## src/rtl/trng_uart_tx_pkg.sv

```systemverilog
// Shared definitions for the TRNG UART output stage: FSM encoding,
// default bit timing and synchronizer depth.
package trng_uart_defs;

    // Transmitter FSM encoding
    typedef enum logic [1:0] {
        ST_IDLE  = 2'd0,
        ST_START = 2'd1,
        ST_DATA  = 2'd2,
        ST_STOP  = 2'd3
    } tx_state_t;

    // Width of the per-bit cycle timer
    localparam int TIMER_W = 16;

    // Width of the exported occupancy count
    localparam int CNT_W = 4;

    // Number of flops in the RTS synchronizer chain
    localparam int SYNC_STAGES = 2;

    // Rounded clock cycles per UART bit
    function automatic int clks_per_bit(input int clk_hz, input int baud);
        return (clk_hz + baud / 2) / baud;
    endfunction

    // Default for the 96 MHz PLL clock at 115200 baud
    localparam int DEFAULT_CLKS_PER_BIT = clks_per_bit(96_000_000, 115_200);

    // FIFO depth in bytes for a given address width
    function automatic int fifo_depth(input int depth_log2);
        return 1 << depth_log2;
    endfunction

endpackage

```

## src/rtl/trng_byte_fifo.sv

```systemverilog
// Small synchronous byte FIFO feeding the UART transmitter.
// Head data is read combinationally so the transmitter can load it in
// the same cycle it pops; the array is tiny and maps to LUT RAM.
module trng_byte_fifo
    import trng_uart_defs::*;
#(
    parameter int DEPTH_LOG2 = 3
) (
    input  logic                CLK,
    input  logic                RESET,
    input  logic                valid,
    input  logic [7:0]          dat,
    output logic                ready,
    input  logic                pop,
    output logic [7:0]          head,
    output logic [DEPTH_LOG2:0] count
);

    localparam int DEPTH = fifo_depth(DEPTH_LOG2);
    localparam logic [DEPTH_LOG2:0] FULL_COUNT = (DEPTH_LOG2 + 1)'(DEPTH);

    logic [7:0]            mem [DEPTH];
    logic [DEPTH_LOG2-1:0] wr_ptr_reg;
    logic [DEPTH_LOG2-1:0] rd_ptr_reg;
    logic [DEPTH_LOG2:0]   count_reg;
    logic                  push;
    logic                  pop_ok;

    assign ready  = (count_reg < FULL_COUNT);
    assign push   = valid && ready;
    assign pop_ok = pop && (count_reg != '0);
    assign head   = mem[rd_ptr_reg];
    assign count  = count_reg;

    // Storage array: written on an accepted push, no reset needed
    always_ff @(posedge CLK) begin
        if (push) begin
            mem[wr_ptr_reg] <= dat;
        end
    end

    // Pointers and occupancy; pointers wrap naturally modulo depth
    always_ff @(posedge CLK) begin
        if (RESET) begin
            wr_ptr_reg <= '0;
            rd_ptr_reg <= '0;
            count_reg  <= '0;
        end else begin
            if (push) begin
                wr_ptr_reg <= wr_ptr_reg + 1'b1;
            end
            if (pop_ok) begin
                rd_ptr_reg <= rd_ptr_reg + 1'b1;
            end
            case ({push, pop_ok})
                2'b10:   count_reg <= count_reg + 1'b1;
                2'b01:   count_reg <= count_reg - 1'b1;
                default: count_reg <= count_reg;
            endcase
        end
    end

endmodule

```

## src/rtl/trng_uart_tx.sv

```systemverilog
// Buffered 8N1 UART transmitter with RTS flow control: the output stage
// of the TRNG datapath. Bytes are queued in a FIFO and sent LSB first
// only while the host holds RTS low.
module trng_uart_tx
    import trng_uart_defs::*;
#(
    parameter int CLKS_PER_BIT = DEFAULT_CLKS_PER_BIT,
    parameter int DEPTH_LOG2   = 3
) (
    input  logic             CLK,
    input  logic             RESET,
    input  logic [7:0]       i_dat,
    input  logic             i_valid,
    output logic             o_ready,
    input  logic             i_serial_rts_n,
    output logic             o_serial_data,
    output logic [CNT_W-1:0] o_dat_cnt
);

    localparam logic [TIMER_W-1:0] TIMER_LAST = TIMER_W'(CLKS_PER_BIT - 1);

    // RTS synchronizer
    logic [SYNC_STAGES-1:0] rts_sync_reg;
    logic                   rts_ok;

    // FIFO interface
    logic                   fifo_pop;
    logic [7:0]             fifo_head;
    logic [DEPTH_LOG2:0]    fifo_count;

    // Transmitter state
    tx_state_t              state_reg,  state_next;
    logic [TIMER_W-1:0]     timer_reg,  timer_next;
    logic [2:0]             bit_idx_reg, bit_idx_next;
    logic [7:0]             shift_reg,  shift_next;
    logic                   serial_reg, serial_next;
    logic                   timer_done;

    trng_byte_fifo #(
        .DEPTH_LOG2 (DEPTH_LOG2)
    ) u_fifo (
        .CLK   (CLK),
        .RESET (RESET),
        .valid (i_valid),
        .dat   (i_dat),
        .ready (o_ready),
        .pop   (fifo_pop),
        .head  (fifo_head),
        .count (fifo_count)
    );

    assign o_dat_cnt     = CNT_W'(fifo_count);
    assign o_serial_data = serial_reg;

    // Two-flop RTS synchronizer; resets to "host not ready"
    always_ff @(posedge CLK) begin
        if (RESET) begin
            rts_sync_reg <= '1;
        end else begin
            rts_sync_reg <= {rts_sync_reg[SYNC_STAGES-2:0], i_serial_rts_n};
        end
    end

    assign rts_ok     = ~rts_sync_reg[SYNC_STAGES-1];
    assign timer_done = (timer_reg == TIMER_LAST);

    // FSM and datapath registers; the line is driven from a flop
    always_ff @(posedge CLK) begin
        if (RESET) begin
            state_reg   <= ST_IDLE;
            timer_reg   <= '0;
            bit_idx_reg <= '0;
            shift_reg   <= '0;
            serial_reg  <= 1'b1;
        end else begin
            state_reg   <= state_next;
            timer_reg   <= timer_next;
            bit_idx_reg <= bit_idx_next;
            shift_reg   <= shift_next;
            serial_reg  <= serial_next;
        end
    end

    // Next-state logic; serial_next is the line level for the next state
    always_comb begin
        state_next   = state_reg;
        timer_next   = timer_reg;
        bit_idx_next = bit_idx_reg;
        shift_next   = shift_reg;
        serial_next  = 1'b1;
        fifo_pop     = 1'b0;

        case (state_reg)
            ST_IDLE: begin
                // RTS only gates the start of a new frame
                if ((fifo_count != '0) && rts_ok) begin
                    fifo_pop    = 1'b1;
                    shift_next  = fifo_head;
                    timer_next  = '0;
                    state_next  = ST_START;
                    serial_next = 1'b0;
                end
            end

            ST_START: begin
                serial_next = 1'b0;
                if (timer_done) begin
                    timer_next   = '0;
                    bit_idx_next = '0;
                    state_next   = ST_DATA;
                    serial_next  = shift_reg[0];
                end else begin
                    timer_next = timer_reg + TIMER_W'(1);
                end
            end

            ST_DATA: begin
                serial_next = shift_reg[0];
                if (timer_done) begin
                    timer_next = '0;
                    if (bit_idx_reg == 3'd7) begin
                        state_next  = ST_STOP;
                        serial_next = 1'b1;
                    end else begin
                        shift_next   = shift_reg >> 1;
                        bit_idx_next = bit_idx_reg + 3'd1;
                        serial_next  = shift_reg[1];
                    end
                end else begin
                    timer_next = timer_reg + TIMER_W'(1);
                end
            end

            ST_STOP: begin
                serial_next = 1'b1;
                if (timer_done) begin
                    timer_next = '0;
                    state_next = ST_IDLE;
                end else begin
                    timer_next = timer_reg + TIMER_W'(1);
                end
            end

            default: begin
                state_next = ST_IDLE;
            end
        endcase
    end

endmodule

```

## config.mk

```make
export PLATFORM = sky130hd
export DESIGN_NAME = trng_uart_tx
export DESIGN_NICKNAME = d
export VERILOG_FILES = /design/src/rtl/trng_uart_tx_pkg.sv /design/src/rtl/trng_byte_fifo.sv /design/src/rtl/trng_uart_tx.sv
export SDC_FILE = /design/constraint.sdc
export NUM_CORES = 1
export LEC_CHECK = 0
export CORE_MARGIN = 4
export CORE_UTILIZATION = 40
export DETAILED_ROUTE_END_ITERATION = 6
export PLACE_DENSITY_LB_ADDON = 0.25
export SYNTH_ARGS = -nofsm -noshare
export SYNTH_HDL_FRONTEND = slang
export SYNTH_SLANG_ARGS = --single-unit
```

## constraint.sdc

```tcl
create_clock -name CLK -period 2.5 [get_ports CLK]
set_input_delay 0.5 -clock CLK [delete_from_list [all_inputs] [get_ports CLK]]
set_output_delay 0.5 -clock CLK [all_outputs]
set_load 0.02 [all_outputs]
```

==> results_dict.tcl, run 1 <==
set metrics [dict create \
    outcome "finished, final reports clean" \
    vias_per_cell 5.35 \
    synth_mux_area_frac 0.116 \
    r2r_end "shift_reg[2]$_SDFFE_PP0P_" \
    arrival_ns 2.64 \
    peakVddDrop_mv 0.598 \
    fin_crit_sh 0.945 \
    critPathRequiredTime_ns 2.78 \
    cp_cell_sequence "or4b_4 -> or4_4 -> o21a_4 -> or3_1 -> a21oi_1" \
    drv_slew 0 \
    portBuffers 17 \
    cts_htree_levels 3 \
    dieArea_mm2 0.0137 \
    p_per_area_mw_per_mm2 752 \
    grt_pass1_vias 2977 \
    numCtsBuffers 9 \
    synth_compound_area_frac 0.100 \
    drt_iter0_markers 203 \
    finalHoldViolations 0 \
    place_ws_ns 0.0222 \
    cpLargestDelayFamily "simple AND/OR/NAND/NOR gates" \
    clock_path_buffers 2 \
    holdPathStages 1 \
    final.min_clock_period_ns 2.36 \
    final_nets 438 \
    wl_mm 9.15 \
    grt_max_degree 45 \
    grt_use_total 0.145 \
    syn_nets 398 \
    r2r_slack_ns 0.14 \
    die_x_um 117 \
    tns_ns 0 \
    cts_root_buf "clkbuf_16" \
    worstHoldEndpoint "rts_sync_reg[1]$_SDFF_PP1_" \
    max_stage_delay_ns 0.62 \
    slew_headroom 0.580 \
    cts.clk_slew.worst_paths_ns 0.07 \
    rsz0062_at_grt "no" \
    area_growth_pct 16.9 \
    final_common_cell "edfxtp_1" \
    start_util 0.413 \
    ys_ff_latch 109 \
    critPathCaptureType "flop" \
    overflow 0 \
    clock_sinks 109 \
    clock_latency_ns 0.35 \
    holdBufCountCts 0 \
    hpwl_mm 6.03 \
    syn_area_per_cell_um2 12.8 \
    r2r_cells 5 \
    r2r_start "timer_reg[7]$_SDFFE_PP0P_" \
    num_vias 2997 \
    hp-start "rts_sync_reg[0]$_SDFF_PP1_" \
    fin_cells 560 \
    tightestPinTransition_ns 0.629 \
    synthesis.instances 372 \
    synth_ff_type "edfxtp_1" \
    cts-resized-gates 0 \
    holdCritPathClass "flop to flop" \
    dp_cells 544 \
    mostFrequentLayoutCells "edfxtp_1, dfxtp_1, nor2_1, buf_4, a21oi_1" \
    synth_xor_xnor_area_share 0.0111 \
    gp_congestion 0.744 \
    layout-drive-gt1-share 0.197 \
    synthSimpleGateAreaFrac 0.113 \
    use_met2 0.223 \
    cts_tree "yes" \
    drc 0 \
    antenna_found_initial 0 \
    syn-cell-area_mm2 0.00475 \
    largest_reg_flops 64 \
    cp_max_fo 15 \
    setup_violations 0 \
    fin_ws_ns 0.138 \
    fmax_mhz 423 \
    synth-edff-count 64 \
    yosysWarnings 0 \
    grt_first_pass_wirelength_mm 15.1 \
    max_cap_violations 0 \
    leakage_nw 1.85 \
    fin_util 0.483 \
    diodes 0 \
    use_met1 0.198 \
    crit_buf_inv 0 \
    cts_setup_buffers 0 \
    power_w 0.00418 \
    start_kind "flop" \
    path_class "flop to flop" \
    die_height_um 117 \
    dr.pass1.iters 4 \
    rows 39 \
    busiest_layer "met2" \
    synth_top_family_by_area "multiplexers" \
    postRouteAntennaNets 0 \
    async_reset_ff_frac 0 \
    cpMaxStageDelayCell "or4_4" \
    synth-seq-area-share 0.594 \
    grt.met3_usage 0.0432 \
    io_pins 18 \
    fin_skew_ns 0.00922 \
    wl_per_cell_um 16.3 \
    synthAdderAreaFrac 0.0368 \
    ys_types 50 \
    core_area_mm2 0.0115 \
]
[cells by family after synthesis]
logic type / count (synthesis)
adder cells (fa/ha/maj): 14
buffers and inverters: 31
XOR/XNOR: 6
flip-flops: 109
AND/OR/NAND/NOR: 101
multiplexers: 34
AO/OA/AOI/OAI: 77
[metrics by stage]
stage | hold WS, ns | cell area, µm²
final | 0.424 | 5560
after global routing | 0.441 | 5560
after CTS | 0.428 | 5540
after detailed placement | 0.410 | 5250
after global placement | 0.416 | 5250
after floorplan | 0.389 | 4750
[cell usage after synthesis, drive strengths merged, types with 2 or more instances]
| cell type | instances | area share |
|---|---|---|
| edfxtp | 64 | 0.40 |
| dfxtp | 45 | 0.19 |
| nor2 | 30 | 0.024 |
| a21oi | 28 | 0.029 |
| o21ai | 23 | 0.024 |
| mux4 | 16 | 0.076 |
| nand2 | 15 | 0.012 |
| clkbuf | 14 | 0.011 |
| ha | 14 | 0.037 |
| inv | 12 | 0.0095 |
| mux2i | 11 | 0.023 |
| nor3 | 11 | 0.012 |
| or3 | 10 | 0.013 |
| a311oi | 9 | 0.017 |
| mux2 | 7 | 0.017 |
| nand3 | 6 | 0.0063 |
| buf | 5 | 0.0089 |
| xor2 | 5 | 0.0092 |
| nand2b | 4 | 0.0053 |
| nand4 | 4 | 0.0053 |
| or2 | 4 | 0.0053 |
| a31oi | 3 | 0.0039 |
| a211oi | 2 | 0.0032 |
| a21o | 2 | 0.0032 |
| a22oi | 2 | 0.0032 |
| and4 | 2 | 0.0037 |
| nor4 | 2 | 0.0026 |
| o21a | 2 | 0.0047 |
| or4 | 2 | 0.0047 |
| or4b | 2 | 0.0050 |
[routing by layer]
metal	vias to the layer above	routed length, µm
met5	-	0
met4	0	132
met3	11	222
met2	24	4310
met1	1469	4480
li1	1493	-
[final cells by class]
type / instances / area, µm²
Inverter: 12 / 45.0
Tap cell: 143 / 179
Clock inverter: 6 / 61.3
Fill cell: 1022 / 5960
Multi-Input combinational cell: 232 / 1810
Timing Repair Buffer: 48 / 415
Sequential cell: 109 / 2820
Clock buffer: 10 / 229
[how the worst max path moves through the flow]
stage,end,startpoint,cells past startpoint
after floorplan,u_fifo.count[2]$_SDFFE_PP0P_,state_reg[0]$_SDFFE_PP0P_,11
final,shift_reg[2]$_SDFFE_PP0P_,timer_reg[7]$_SDFFE_PP0P_,5
after detailed placement,u_fifo.count[2]$_SDFFE_PP0P_,i_valid,10
after CTS,u_fifo.count[2]$_SDFFE_PP0P_,state_reg[0]$_SDFFE_PP0P_,12
after global placement,u_fifo.count[2]$_SDFFE_PP0P_,i_valid,10
after global routing,u_fifo.count[2]$_SDFFE_PP0P_,state_reg[0]$_SDFFE_PP0P_,12
[report_power, final]
| group | leakage, nW | switching, W | internal, W | total [W] |
|---|---|---|---|---|
| clock network | 0.138 | 0.000686 | 0.000702 | 0.00139 |
| registers | 0.946 | 0.0000539 | 0.00199 | 0.00204 |
| logic | 0.769 | 0.000435 | 0.000315 | 0.000750 |
No activity file was read; power rests on OpenSTA's default activity.
==> inputs of run 2 (changes only) <==
--- a/config.mk
+++ b/config.mk
@@ -5,6 +5,8 @@
 export SDC_FILE = /design/constraint.sdc
 export NUM_CORES = 1
 export LEC_CHECK = 0
+export CELL_PAD_IN_SITES_DETAIL_PLACEMENT = 0
+export CELL_PAD_IN_SITES_GLOBAL_PLACEMENT = 1
 export CORE_MARGIN = 4
 export CORE_UTILIZATION = 40
 export DETAILED_ROUTE_END_ITERATION = 6
==> results_dict.tcl, run 2 (synthesis results as in run 1) <==
set metrics [dict create \
    antenna_found_initial 0 \
    vias_per_cell 5.37 \
    place_ws_ns 0.0391 \
    fin_ws_ns 0.108 \
    peakVddDrop_mv 0.715 \
    clock_latency_ns 0.36 \
    design_area_mm2 0.00558 \
    tightestPinTransition_ns 0.665 \
    die_height_um 117 \
    largest_reg_flops 64 \
    area_growth_pct 17.4 \
    crit_start "timer_reg[7]$_SDFFE_PP0P_" \
    power.switching_w 0.00124 \
    rsz0062_at_grt "no" \
    grt_max_degree 28 \
    rows 39 \
    path_class "flop to flop" \
    start_kind "flop" \
    numCtsBuffers 9 \
    overflow 0 \
    final_common_cell "edfxtp_1" \
    cts_root_buf "clkbuf_16" \
    seqPwrFrac 0.477 \
    dieArea_mm2 0.0137 \
    core_area_mm2 0.0115 \
    max_stage_delay_ns 0.62 \
    swShare 0.290 \
    drc 0 \
    cp_cell_sequence "or4b_4 -> or4_4 -> o21a_4 -> or3_1 -> a21oi_1" \
    regArea_mm2 0.00282 \
    final_nets 439 \
    holdCritPathClass "flop to flop" \
    fin_cells 561 \
    dpl_cell_area_mm2 0.00525 \
    p_int_w 0.00303 \
    postRouteAntennaNets 0 \
    finalHoldViolations 0 \
    arrival_ns 2.67 \
    leakage_nw 1.87 \
    outcome "finished, final reports clean" \
    grt_use_total 0.147 \
    slew_headroom 0.557 \
    max_cap_violations 0 \
    wl_mm 9.21 \
    clock_sinks 109 \
    dp_cells 545 \
    die_x_um 117 \
    critPathRequiredTime_ns 2.78 \
    cts.clk_slew.worst_paths_ns 0.08 \
    critPathCaptureType "flop" \
    clock_path_buffers 2 \
    io_pins 18 \
    multi_input_area_mm2 0.00180 \
    fmax_mhz 418 \
    drt_iter0_markers 154 \
    grt_pass1_vias 3091 \
    p_per_area_mw_per_mm2 766 \
    dr.pass1.iters 4 \
    cts_htree_levels 3 \
    num_vias 3015 \
    diodes 0 \
    cpMaxStageDelayCell "or4_4" \
    cts_setup_buffers 0 \
    mostFrequentLayoutCells "edfxtp_1, dfxtp_1, buf_4, nor2_1, a21oi_1" \
    cp_max_fo 15 \
    fin_skew_ns 0.00793 \
    grt_first_pass_wirelength_mm 15.3 \
    final.min_clock_period_ns 2.39 \
    drv_slew 0 \
    r2r_start "timer_reg[7]$_SDFFE_PP0P_" \
    hp-start "rts_sync_reg[0]$_SDFF_PP1_" \
    gp_congestion 0.775 \
    fin_crit_sh 0.957 \
    cts_tree "yes" \
    setup_violations 0 \
    wl_per_cell_um 16.4 \
    tns_ns 0 \
    nFillCells 1032 \
    power_w 0.00427 \
    power_frac_comb 0.178 \
    r2r_slack_ns 0.11 \
    layout-drive-gt1-share 0.201 \
    clkPwrFrac 0.345 \
    start_util 0.413 \
    hpwl_mm 5.98 \
    portBuffers 17 \
]
run 2: area by class of cell:
cell class / count / area share
Clock buffer: 9 / 0.0404
Clock inverter: 7 / 0.0168
Inverter: 12 / 0.00807
Multi-Input combinational cell: 232 / 0.323
Sequential cell: 109 / 0.506
Tap cell: 143 / 0.0321
Timing Repair Buffer: 49 / 0.0735
run 2: critical path: cells and delay by family (launching register included):
family,cells,cell delay [ns]
AND/OR/NAND/NOR,3,1.56
flip-flops,1,0.34
AO/OA/AOI/OAI,2,0.42
run 2: power by group through the flow:
stage          logic, W  clock network [W]  registers [W]
5_1_grt        0.000849            0.00159        0.00205
2_1_floorplan  0.000468                  0        0.00209
6_report       0.000761            0.00148        0.00204
4_1_cts        0.000754            0.00152        0.00204
3_5_place_dp   0.000750                  0        0.00208
3_3_place_gp   0.000741                  0        0.00208
run 2: repair_timing:
item,CTS,global route
resized for setup,0,3
hold buffers,0,0
endpoints found under the setup margin,0,3
run 2: per-layer routing:
layer,track usage,up-vias,part of all wire
met2,0.230,43,0.46
li1,-,1495,-
met1,0.192,1467,0.48
met3,0.0524,10,0.041
met4,0.0451,0,0.013
met5,0,-,0
run 2: final timing paths:
check | end | cells after the start
setup / recovery | shift_reg[6]$_SDFFE_PP0P_ | 5
hold / removal | rts_sync_reg[1]$_SDFF_PP1_ | 1
setup reg to reg | shift_reg[6]$_SDFFE_PP0P_ | 5
hold reg to reg | rts_sync_reg[1]$_SDFF_PP1_ | 1
run 2: through the flow:
step / utilization / hold WS (ns)
4_1_cts: 0.483 / 0.436
5_1_grt: 0.485 / 0.445
6_report: 0.485 / 0.433
3_3_place_gp: 0.456 / 0.402
2_1_floorplan: - / 0.389
3_5_place_dp: 0.456 / 0.398
